===== src/rtl/frota_inimigos.sv =====
// frota_inimigos: a row of N_INIMIGOS square enemies that marches
// horizontally, steps down at the screen edge and can be shot by the
// allied ball.
//
// Ports:
//   CLOCK_50        system clock (single domain)
//   reset           asynchronous active-high reset
//   pausa           freezes every register; acerto is forced low
//   reiniciarJogo   synchronous restart to reset values (beats pausa)
//   x/y_bola_aliada allied shot centre
//   bola_ativa      allied shot in flight
//   x_frota/y_frota top-left corner of enemy 0
//   vivos           alive mask, bit i = enemy i
//   acerto          one-cycle pulse on a kill
//   indice_acerto   index of the most recently killed enemy
//   pontos          score, +10 per kill, saturating
//   onda            wave number (wraps)
//   onda_limpa      high while every enemy of the wave is dead
//   invasao         sticky: formation reached the bottom limit
module frota_inimigos #(
  parameter int unsigned N_INIMIGOS = 4,
  parameter int unsigned LARGURA    = 10,
  parameter int unsigned PERIODO    = 833333,
  parameter int unsigned XI         = 20,
  parameter int unsigned YI         = 40,
  parameter int unsigned ESPACO     = 60,
  parameter int unsigned TAM        = 45,
  parameter int unsigned PASSO_X    = 2,
  parameter int unsigned DESCIDA    = 20,
  parameter int unsigned X_MAX      = 640,
  parameter int unsigned Y_LIMITE   = 440
) (
  input  logic                  CLOCK_50,
  input  logic                  reset,
  input  logic                  pausa,
  input  logic                  reiniciarJogo,
  input  logic [LARGURA-1:0]    x_bola_aliada,
  input  logic [LARGURA-1:0]    y_bola_aliada,
  input  logic                  bola_ativa,
  output logic [LARGURA-1:0]    x_frota,
  output logic [LARGURA-1:0]    y_frota,
  output logic [N_INIMIGOS-1:0] vivos,
  output logic                  acerto,
  output logic [3:0]            indice_acerto,
  output logic [15:0]           pontos,
  output logic [7:0]            onda,
  output logic                  onda_limpa,
  output logic                  invasao
);

  localparam int unsigned CW         = (PERIODO > 1) ? $clog2(PERIODO) : 1;
  localparam int unsigned LARG_FROTA = (N_INIMIGOS - 1) * ESPACO + TAM;

  typedef enum logic [1:0] {DIREITA, ESQUERDA, DESCE, LIMPA} estado_t;

  estado_t estado, estado_n;
  estado_t dir_desce, dir_desce_n;   // direction to resume after a descent

  logic [CW-1:0]         cnt, cnt_n;
  logic                  tick;
  logic [LARGURA-1:0]    x_n, y_n;
  logic [N_INIMIGOS-1:0] vivos_n, alvo, mata;
  logic                  acerto_n, acha, bloqueio, inv_n;
  logic [3:0]            idx, idx_n;
  logic [15:0]           pontos_n;
  logic [7:0]            onda_n;
  logic [31:0]           xb, yb, xf, yf;

  assign tick = (cnt == CW'(PERIODO - 1));
  assign xb   = 32'(x_bola_aliada);
  assign yb   = 32'(y_bola_aliada);
  assign xf   = 32'(x_frota);
  assign yf   = 32'(y_frota);

  assign onda_limpa = (estado == LIMPA);

  // Once the formation touches the bottom, movement and collisions stop
  // in that same cycle; the registered flag keeps it stopped afterwards.
  assign bloqueio = invasao || ((yf + TAM >= Y_LIMITE) && (|vivos));

  // Shot-vs-enemy test; only the lowest-index enemy hit is killed.
  always_comb begin
    alvo = '0;
    mata = '0;
    acha = 1'b0;
    idx  = '0;
    for (int unsigned i = 0; i < N_INIMIGOS; i++) begin
      alvo[i] = vivos[i] && bola_ativa &&
                (xb >= xf + i * ESPACO) && (xb < xf + i * ESPACO + TAM) &&
                (yb >= yf) && (yb < yf + TAM);
      if (alvo[i] && !acha) begin
        acha    = 1'b1;
        idx     = 4'(i);
        mata[i] = 1'b1;
      end
    end
  end

  always_comb begin
    estado_n    = estado;
    dir_desce_n = dir_desce;
    x_n         = x_frota;
    y_n         = y_frota;
    vivos_n     = vivos;
    pontos_n    = pontos;
    onda_n      = onda;
    acerto_n    = 1'b0;
    idx_n       = indice_acerto;
    cnt_n       = tick ? '0 : cnt + CW'(1);
    inv_n       = bloqueio;

    if (!bloqueio) begin
      if (acha) begin
        vivos_n  = vivos & ~mata;
        acerto_n = 1'b1;
        idx_n    = idx;
        pontos_n = (pontos > 16'd65525) ? 16'hFFFF : pontos + 16'd10;
      end

      if (tick) begin
        case (estado)
          DIREITA: begin
            if (xf + PASSO_X + LARG_FROTA > X_MAX) begin
              estado_n    = DESCE;
              dir_desce_n = ESQUERDA;
            end else begin
              x_n = x_frota + LARGURA'(PASSO_X);
            end
          end
          ESQUERDA: begin
            if (xf < PASSO_X) begin
              estado_n    = DESCE;
              dir_desce_n = DIREITA;
            end else begin
              x_n = x_frota - LARGURA'(PASSO_X);
            end
          end
          DESCE: begin
            y_n      = y_frota + LARGURA'(DESCIDA);
            estado_n = dir_desce;
          end
          LIMPA: begin
            vivos_n     = '1;
            x_n         = LARGURA'(XI);
            y_n         = LARGURA'(YI);
            onda_n      = onda + 8'd1;
            estado_n    = DIREITA;
            dir_desce_n = DIREITA;
          end
          default: estado_n = DIREITA;
        endcase
      end

      // A kill that empties the row wins over whatever the tick chose;
      // any movement from that same tick still lands.
      if (vivos_n == '0) estado_n = LIMPA;
    end

    if (reiniciarJogo) begin
      estado_n    = DIREITA;
      dir_desce_n = DIREITA;
      x_n         = LARGURA'(XI);
      y_n         = LARGURA'(YI);
      vivos_n     = '1;
      pontos_n    = '0;
      onda_n      = '0;
      acerto_n    = 1'b0;
      idx_n       = '0;
      inv_n       = 1'b0;
      cnt_n       = '0;
    end
  end

  always_ff @(posedge CLOCK_50 or posedge reset) begin
    if (reset) begin
      estado        <= DIREITA;
      dir_desce     <= DIREITA;
      x_frota       <= LARGURA'(XI);
      y_frota       <= LARGURA'(YI);
      vivos         <= '1;
      pontos        <= '0;
      onda          <= '0;
      acerto        <= 1'b0;
      indice_acerto <= '0;
      invasao       <= 1'b0;
      cnt           <= '0;
    end else if (reiniciarJogo || !pausa) begin
      estado        <= estado_n;
      dir_desce     <= dir_desce_n;
      x_frota       <= x_n;
      y_frota       <= y_n;
      vivos         <= vivos_n;
      pontos        <= pontos_n;
      onda          <= onda_n;
      acerto        <= acerto_n;
      indice_acerto <= idx_n;
      invasao       <= inv_n;
      cnt           <= cnt_n;
    end else begin
      acerto <= 1'b0;
    end
  end

endmodule


===== config.mk =====
export PLATFORM = sky130hd
export DESIGN_NAME = frota_inimigos
export DESIGN_NICKNAME = d
export VERILOG_FILES = /design/src/rtl/frota_inimigos.sv
export SDC_FILE = /design/constraint.sdc
export NUM_CORES = 1
export LEC_CHECK = 0
export CAP_MARGIN = 20
export CORE_ASPECT_RATIO = 0.7
export CORE_MARGIN = 4
export CORE_UTILIZATION = 64
export CTS_BUF_LIST = sky130_fd_sc_hd__clkbuf_4
export CTS_CLUSTER_DIAMETER = 200
export DETAILED_ROUTE_END_ITERATION = 6
export PLACE_DENSITY = 0.89
export SLEW_MARGIN = 0
export SYNTH_ARGS = -nofsm -noshare
export SYNTH_HDL_FRONTEND = slang
export SYNTH_SLANG_ARGS = --single-unit

===== constraint.sdc =====
create_clock -name CLOCK_50 -period 8.36 [get_ports CLOCK_50]
set_input_delay 2.508 -clock CLOCK_50 [delete_from_list [all_inputs] [get_ports CLOCK_50]]
set_output_delay 2.508 -clock CLOCK_50 [all_outputs]
set_load 0.005 [all_outputs]

---- Yosys cells after proc, flatten, opt, wreduce, memory -nomap -nowiden ----
Index checks and enable logic that the tools add are counted.
W data, S select, Z words.
storage, ports and cells
  bits in latches ......................... 0
  memories kept ........................... 0
  memory bits (read-only) ................. 0
  RAM bits ................................ 0
  register bits after elaboration ......... 78
  logic and storage cells ................. 157
operators by class
  order comparisons ....................... 14
  bitwise gates (word level) .............. 2
  mux-type cells .......................... 57
  reductions and logical operators ........ 46
  shift-type cells ........................ 0
  divide/modulo/power cells ............... 0
  eq/ne operators ......................... 11
  add/subtract/negate cells ............... 16
  $mul .................................... 0
operators by type and width
  operator                 count
  $ge A10 B32 Y1           3
  $mux W10                 8
  $mux W16                 4
  $mux W4                  11
  $mux W20                 2
  $add A11 B6 Y12 const B  3
  $lt A10 B12 Y1           3
  $add A10 B6 Y11 const B  3
  $ge A32 B9 Y1 const B    1
  $mux W8                  4
  $pmux W10 S3             1
  $logic_and A1 B1 Y1      24
  $lt A10 B11 Y1           2
  $mux W2                  11
  $add A20 B1 Y20 const B  1
  $eq A20 B20 Y1 const B   1
  $ge A10 B10 Y1           2
  $pmux W10 S2             1
  $add A16 B4 Y16 const B  1
  $gt A16 B16 Y1 const B   1
  $mux W1                  13
  $add A11 B8 Y12 const B  1
  $gt A12 B10 Y1 const B   1
  $ne A3 B3 Y1 const B     4
  other kinds (29)         40

---- Depth between registers and ports, before layout ----
Gate-level depths: netlist (run 1).
  depth after elaboration ................. 25
  gate-level depth with buffers ........... 21

---- Worst setup path before layout (run 1) ----
OpenSTA, ideal clock, no wires.
  path type ............................... input-to-reg
  start ................................... input port x_bola_aliada[1]
  end ..................................... register pontos[14]
  arrival time ............................ 4.904 ns
  slack ................................... 3.318 ns
  stages .................................. 11
  library setup time ...................... 0.139 ns
  path through ............................ ha_1 a211o_1 a31oi_1 o21ai_0 a311oi_1 a211oi_1 a311oi_4 buf_6 nand2_1 nor3b_1 nor3_1
on the way
  word-level cells in the longest chain between the ends .. 17
  elaborated cells between the ends (all ways) .. 36
  those cells by class .................... order compare (8); mux (4); reduce/logical (24)
ends and longest elaborated chain
  item                                                     RTL line  source
  from (decl)                                              37        input logic [LARGURA-1:0] x_bola_aliada,
  branches (longest 14 deep; another with $ge A10 B32 Y1)  n/a
  $mux W1 (*)                                              91        if (alvo[i] && !acha) begin
  $reduce_bool A2 Y1 (no line) (*)                         n/a
  $reduce_and A3 Y1 (no line) (*)                          n/a
  to (signal assigned)                                     193       pontos <= pontos_n;
  to (decl)                                                45        output logic [15:0] pontos,
Mark *: on every way between the ends.
A chain may end at the register's enable or synchronous reset.

---- Worst setup path in the final report (run 1) ----
  start ................................... input port x_bola_aliada[2]
  end ..................................... register pontos[15]
Same word-level chain as after synthesis.

==> reports/qor.txt, run 1 <==
Hold buffer count at CTS: 0
Design Area, Final: 7948 um2
DRT iter0 DRCs: 798
Post-CTS Resized: 0
Placer congestion estimate: 1.076
Register area share after synthesis: 25.77%
Pwr Density: 180.1 nW/um2
Yosys warnings: 0
Worst-path clk slew: 0.12 ns
Final setup vio count: 0
Leakage power: 3.336 nW
Worst-Margin Slew: 1.085 ns
Hold Crit Class: flip-flop to flip-flop
Sink Count: 72
Status: completed
Max-Cap Viols: 0
Setup slack after layout: 2.099 ns
Critical-path maximum fanout: 28
Startpoint types: primary input
Total power: 1.431 mW
Footprint of the multi-input gates: 4863 um2
Crit Path Category: primary input to flip-flop
Core Box Area: 10550 um2
Share of synthesized registers carrying an async set or reset: 100.0%
H-tree depth: 3
RR Endpoint: pontos[15]
Placed cell count: 1037
Critical path's most frequent cell: a31oi_1
Die height: 95.68 um
Most common cell after layout, fill and taps aside: ha_1
Total track usage: 31.86%
Fin crit period: 6.261 ns
Crit path max-delay family: compound AO/OA/AOI/OAI gates
ANT nets after route: 0
Starting Density: 66.63%
Hold Path Sink: dir_desce[0]
Hold Slack: 0.5151 ns
Reg-to-Reg Start: x_frota[4]
Reg area: 1812 um2
Largest stage delay, worst path: 0.98 ns
Via density: 6.589
Layout cells sized above 1: 5.304%
Synthesis-to-layout area growth: 13.07%
Vias in the first global route: 6466
Clk Latency, worst-skew pair: 0.46 ns
Non-filler cells, final: 1054
WP data arrival: 6.65 ns
Bufs and invs on worst path: 1
Num rows: 31
Slew Limit Fails: 0
Setup TNS: 0 ns
Die ar.: 12750 um2
Avg WL per Cell: 19.19 um
Worst slew margin: 27.34%
Slowest CP cell: a311oi_4
Final worst-path cycle share: 74.89%
Crit. path cell count: 11
Post-DP HPWL: 15260 um
Pin count of the biggest net entering global routing: 73
CTS Buffer Depth: 2
Post-layout util: 75.33%
R2r worst-path depth: 16
Final #Nets: 1024
Most used flip-flop cell after synthesis: dfrtp_1
Total wire length: 20230 um
CTS tree: done
Remaining global-route overflow: 0
Max VDD drop: 0.1353 mV
Via Count: 6945
HP Start: dir_desce[0]
PortBufs: 74
Pre-CTS setup slack: 1.794 ns
R2R Setup Slk: 2.39 ns
Chip width: 133.3 um
Cells along the critical path: clkdlybuf4s50_1 -> ha_1 -> or2_2 -> a31oi_1 -> o21ai_0 -> a311oi_1 -> a211oi_1 -> a311oi_4 -> and2_4 -> a31oi_1 -> a211oi_2
Synthesized instance count: 849
Clock Tree Root: clkbuf_4
Drt drc: 0
Final Hold Fails: 0
Fin Clk Skew: 0.01136 ns
CP required: 8.75 ns
Synth Register Bits: 72
Post-synth EDFFs: 0
Fmax: 159.7 MHz
DR pass1 iterations: 7
Ports: 80
Crit. End Element: flip-flop
Post CTS Setup Buffer Count: 0
RSZ-0062 raised after global routing: no
TritonCTS buffer count: 9
First-pass GRT wire length: 32560 um
Hold Path Depth: 1
Post-synth cell types: 75
Antenna violations before repair: 1
Fillers: 775
Most frequent cells in the layout: ha_1, clkdlybuf4s50_1, nor2_1
Synthesized cell area: 7029 um2
Post-place instance area: 7784 um2
Syn avg cell area: 8.279 um2
worst max-delay path by stage:
stage / start / end / slack (ns)
global placement: x_bola_aliada[1] / pontos[15] / 2.02
detailed placement: x_bola_aliada[2] / pontos[15] / 1.79
finish: x_bola_aliada[2] / pontos[15] / 2.10
CTS: x_bola_aliada[2] / pontos[15] / 2.25
global route: x_bola_aliada[2] / pontos[15] / 1.93
floorplan: x_bola_aliada[1] / pontos[14] / 3.32
flip-flops by register name, summed over array words and instances, names as in the netlist:
| signal | count |
|---|---|
| invasao | 1 |
| acerto | 1 |
| vivos | 4 |
| x_frota | 9 |
| dir_desce | 1 |
| pontos | 16 |
| cnt | 20 |
| y_frota | 8 |
| estado | 2 |
| onda | 8 |
| indice_acerto | 2 |
power breakdown:
part | switching (mW) | internal [mW]
combinational | 0.433 | 0.307
sequential | 0.0671 | 0.374
clock | 0.131 | 0.119
total | 0.631 | 0.800
cells by family after synthesis:
kind of cell,count (synthesis),synth area share (%)
and+or+nand+nor,279,20.17
muxes,2,0.3026
other,1,0.05335
xor gates and xnor gates,58,7.227
DFF,72,25.77
buffers and inverters,88,5.358
AOI/OAI and AO/OA,250,23.50
adders and majority gates,99,17.62
cell usage after synthesis (4+ instances only):
cell	instances	share of area, %
a2111oi_0	4	0.50
a211o_1	10	1.2
a211oi_1	14	1.5
a21o_1	13	1.4
a21oi_1	52	3.7
a22oi_1	4	0.43
a311oi_1	6	0.75
a31oi_1	13	1.2
a41oi_1	4	0.50
and2_1	5	0.44
and3_1	13	1.2
buf_2	4	0.28
buf_4	7	0.75
clkbuf_1	24	1.3
dfrtp_1	64	23
dfstp_2	8	3.0
ha_1	99	18
inv_1	46	2.5
nand2_1	67	3.6
nand2b_1	11	0.98
nand3_1	26	1.9
nand3b_1	4	0.43
nand4_1	17	1.5
nor2_1	68	3.6
nor2b_1	11	0.98
nor3_1	20	1.4
nor3b_1	4	0.43
nor4_1	5	0.44
o211ai_1	7	0.75
o21a_1	8	0.85
o21ai_0	67	4.8
o22ai_1	6	0.53
o31ai_1	8	0.85
o41ai_1	7	0.87
or2_2	6	0.53
or3_1	8	0.71
xnor2_1	41	5.1
xor2_1	17	2.1
final cells by class:
type	count	area share (%)
repair buffers	76	9.446
flip-flops and latches	72	22.80
well taps	148	2.330
clock buffers	9	0.8501
clock inverters	7	1.086
diodes	1	0.03149
multi-input cells	693	61.19
inverters	48	2.267
metal layers:
layer	GRT usage, %	routed length [um]
met4	4.366	138
met2	46.83	8443
met5	0	0
met1	47.18	9236
met3	9.863	2411
(Power assumes the default switching activity.)
==> run 2, diff against run 1 <==
- CORE_UTILIZATION: 64 -> 54
- PLACE_DENSITY: 0.89 -> 0.8
- clock period: 8.36 -> 5.5 ns (I/O delays scaled with it)
==> run 2 against run 1 <==
Compared with the run above:
- sequential power is 42% higher
- final area is 1.1% higher
- wire length is 7.2% lower
- flip-flop and latch count stayed put
- first-iteration DRC count is 33% lower
- cell count is 2.6% higher
- critical path type unchanged
- highest routed layer unchanged
==> reports/qor.txt, run 2 (same netlist as run 1, synthesis figures left out) <==
Avg WL per Cell: 17.36 um (-9.6%)
Leakage power: 3.383 nW (+1.4%)
Antenna violations before repair: 1 (unchanged)
Pin count of the biggest net entering global routing: 33 (-55%)
Post-DP HPWL: 14640 um (-4.1%)
Hold buffer count at CTS: 0 (unchanged)
Crit. End Element: flip-flop
Most common cell after layout, fill and taps aside: ha_1
Clock Tree Root: clkbuf_4
Chip width: 144.4 um (+8.3%)
Largest stage delay, worst path: 0.68 ns (-0.30 ns)
Starting Density: 55.82% (-11 points)
Max VDD drop: 0.2137 mV (+58%)
RR Endpoint: pontos[15]
Total track usage: 26.00% (-5.9 points)
Crit Path Category: primary input to flip-flop
Final Hold Fails: 0 (unchanged)
H-tree depth: 3 (unchanged)
Via density: 6.199 (-5.9%)
Bufs and invs on worst path: 2 (+1)
Total wire length: 18760 um (-7.2%)
RSZ-0062 raised after global routing: no
Worst slew margin: 38.66% (+11 points)
Vias in the first global route: 5872 (-9.2%)
Top flop regs: cnt (20), pontos (16), x_frota (9)
Most frequent cells in the layout: ha_1, clkdlybuf4s50_1, nor2_1
Worst-path clk slew: 0.14 ns (+0.02 ns)
Worst-Margin Slew: 0.9168 ns (-0.1681 ns)
Post CTS Setup Buffer Count: 0 (unchanged)
Synthesis-to-layout area growth: 14.26%
Critical-path maximum fanout: 28 (unchanged)
Slowest CP cell: a311oi_1
CP required: 5.88 ns (-2.87 ns)
Slew Limit Fails: 0 (unchanged)
Placer congestion estimate: 0.9393 (-13%)
Status: completed
Via Count: 6701 (-3.5%)
Drt drc: 0 (unchanged)
Clk Latency, worst-skew pair: 0.45 ns (about the same)
Remaining global-route overflow: 0 (unchanged)
CTS tree: done
Num rows: 34 (+9.7%)
Final setup vio count: 0 (unchanged)
Final #Nets: 1037 (+1.3%)
Core Box Area: 12590 um2 (+19%)
Startpoint types: primary input
Reg area: 1812 um2 (unchanged)
DRT iter0 DRCs: 535 (-33%)
DR pass1 iterations: 5 (-2)
Die ar.: 14940 um2 (+17%)
Hold Path Depth: 1 (unchanged)
Final worst-path cycle share: 88.92%
HP Start: dir_desce[0]
Max reg flops: 20 (unchanged)
Top reg by flops: cnt
Reg-to-Reg Start: x_frota[3]
First-pass GRT wire length: 30990 um (-4.8%)
CTS Buffer Depth: 2 (unchanged)
TritonCTS buffer count: 9 (unchanged)
R2R Setup Slk: 0.62 ns (-1.77 ns)
Die height: 103.5 um (+8.1%)
Footprint of the multi-input gates: 4856 um2 (-0.15%)
Critical path's most frequent cell: a31oi_1
Fin crit period: 4.891 ns
R2r worst-path depth: 18 (+2)
Crit path max-delay family: compound AO/OA/AOI/OAI gates
Hold Path Sink: dir_desce[0]
Layout cells sized above 1: 6.754% (+1.4 points)
Setup TNS: 0 ns (unchanged)
PortBufs: 74 (unchanged)
Max-Cap Viols: 0 (unchanged)
Fin Clk Skew: 0.01645 ns (+0.005093 ns)
Post-layout util: 63.78% (-12 points)
WP data arrival: 5.27 ns (-1.38 ns)
ANT nets after route: 0 (unchanged)
Pwr Density: 262.4 nW/um2 (+46%)
Post-CTS Resized: 0 (unchanged)
Worst Setup SP: x_bola_aliada[1]
Fmax: 204.5 MHz
Sink Count: 72 (unchanged)
Hold Crit Class: flip-flop to flip-flop
Fillers: 1105 (+43%)
Cells along the critical path: clkdlybuf4s50_1 -> ha_1 -> a211o_1 -> a31oi_1 -> o21ai_0 -> a311oi_1 -> a211oi_1 -> a311oi_4 -> buf_4 -> and2_4 -> a31oi_1 -> a211oi_2
Ports: 80 (unchanged)
==> run 2: cell count changes in the layout (fill, tap and decap cells not counted) <==
cell and delta:
a41oi_1 +1, clkinv_4 +2, inv_8 +1, clkinv_1 -2
clkinvlp_4 +1, a41oi_2 -1, bufinv_16 -2, buf_4 +13
clkinv_2 -2, inv_6 +2
==> run 2: cell type report <==
cell class | count | share of cell area [%]
sequential | 72 | 22.56
inverter | 48 | 2.243
timing repair buffer | 89 | 10.56
clock buffer | 9 | 0.8413
tap | 162 | 2.524
multi-input combinational | 693 | 60.46
clock inverter | 7 | 0.7789
antenna | 1 | 0.03116
==> run 2: how the worst max path moves through the flow <==
stage                  to  slack (ns)  depth (start not counted)
5_1_grt        pontos[15]        0.35                         18
6_report       pontos[15]        0.61                         12
2_1_floorplan  pontos[14]        0.87                         19
3_5_place_dp   pontos[15]        0.22                         12
4_1_cts        pontos[15]        0.73                         12
3_3_place_gp   pontos[15]        0.35                         12
==> run 2: worst reg2reg max path, delay by kind of cell, from the launching register on <==
kind / cells / cell delay (ns)
buf+inv: 3 / 0.65
simple gates: 6 / 1.70
xor+xnor: 2 / 0.46
compound gates: 5 / 1.04
flops: 1 / 0.40
fa+ha+maj: 2 / 0.59
==> run 2: metrics by stage <==
step / hold WS (ns) / power (mW) / instance area [um2] / instances / worst slack, ns
floorplan: 0.4599 / 1.416 / 7044 / 853 / 0.8720
global placement: 0.4719 / 1.733 / 7899 / 1064 / 0.3486
detailed placement: 0.4787 / 1.760 / 7899 / 1064 / 0.2243
CTS: 0.5188 / 2.091 / 8029 / 1080 / 0.7347
global route: 0.5385 / 2.284 / 8031 / 1081 / 0.3533
finish: 0.5211 / 2.107 / 8031 / 1081 / 0.6092
==> run 2: report_power, final <==
group / switching, mW / internal, mW / total, mW
Clock: 0.218 / 0.101 / 0.319
Sequential: 0.0583 / 0.568 / 0.626
Combinational: 0.674 / 0.487 / 1.16
Total: 0.951 / 1.16 / 2.11
==> run 2: routing by layer <==
| metal | routed length, um | up-vias | global-route usage, % |
|---|---|---|---|
| met5 | 0 | - | 0 |
| met4 | 214 | 0 | 4.875 |
| met3 | 1874 | 20 | 7.169 |
| met2 | 7194 | 300 | 33.80 |
| met1 | 9482 | 3126 | 42.17 |
| li1 | - | 3255 | - |
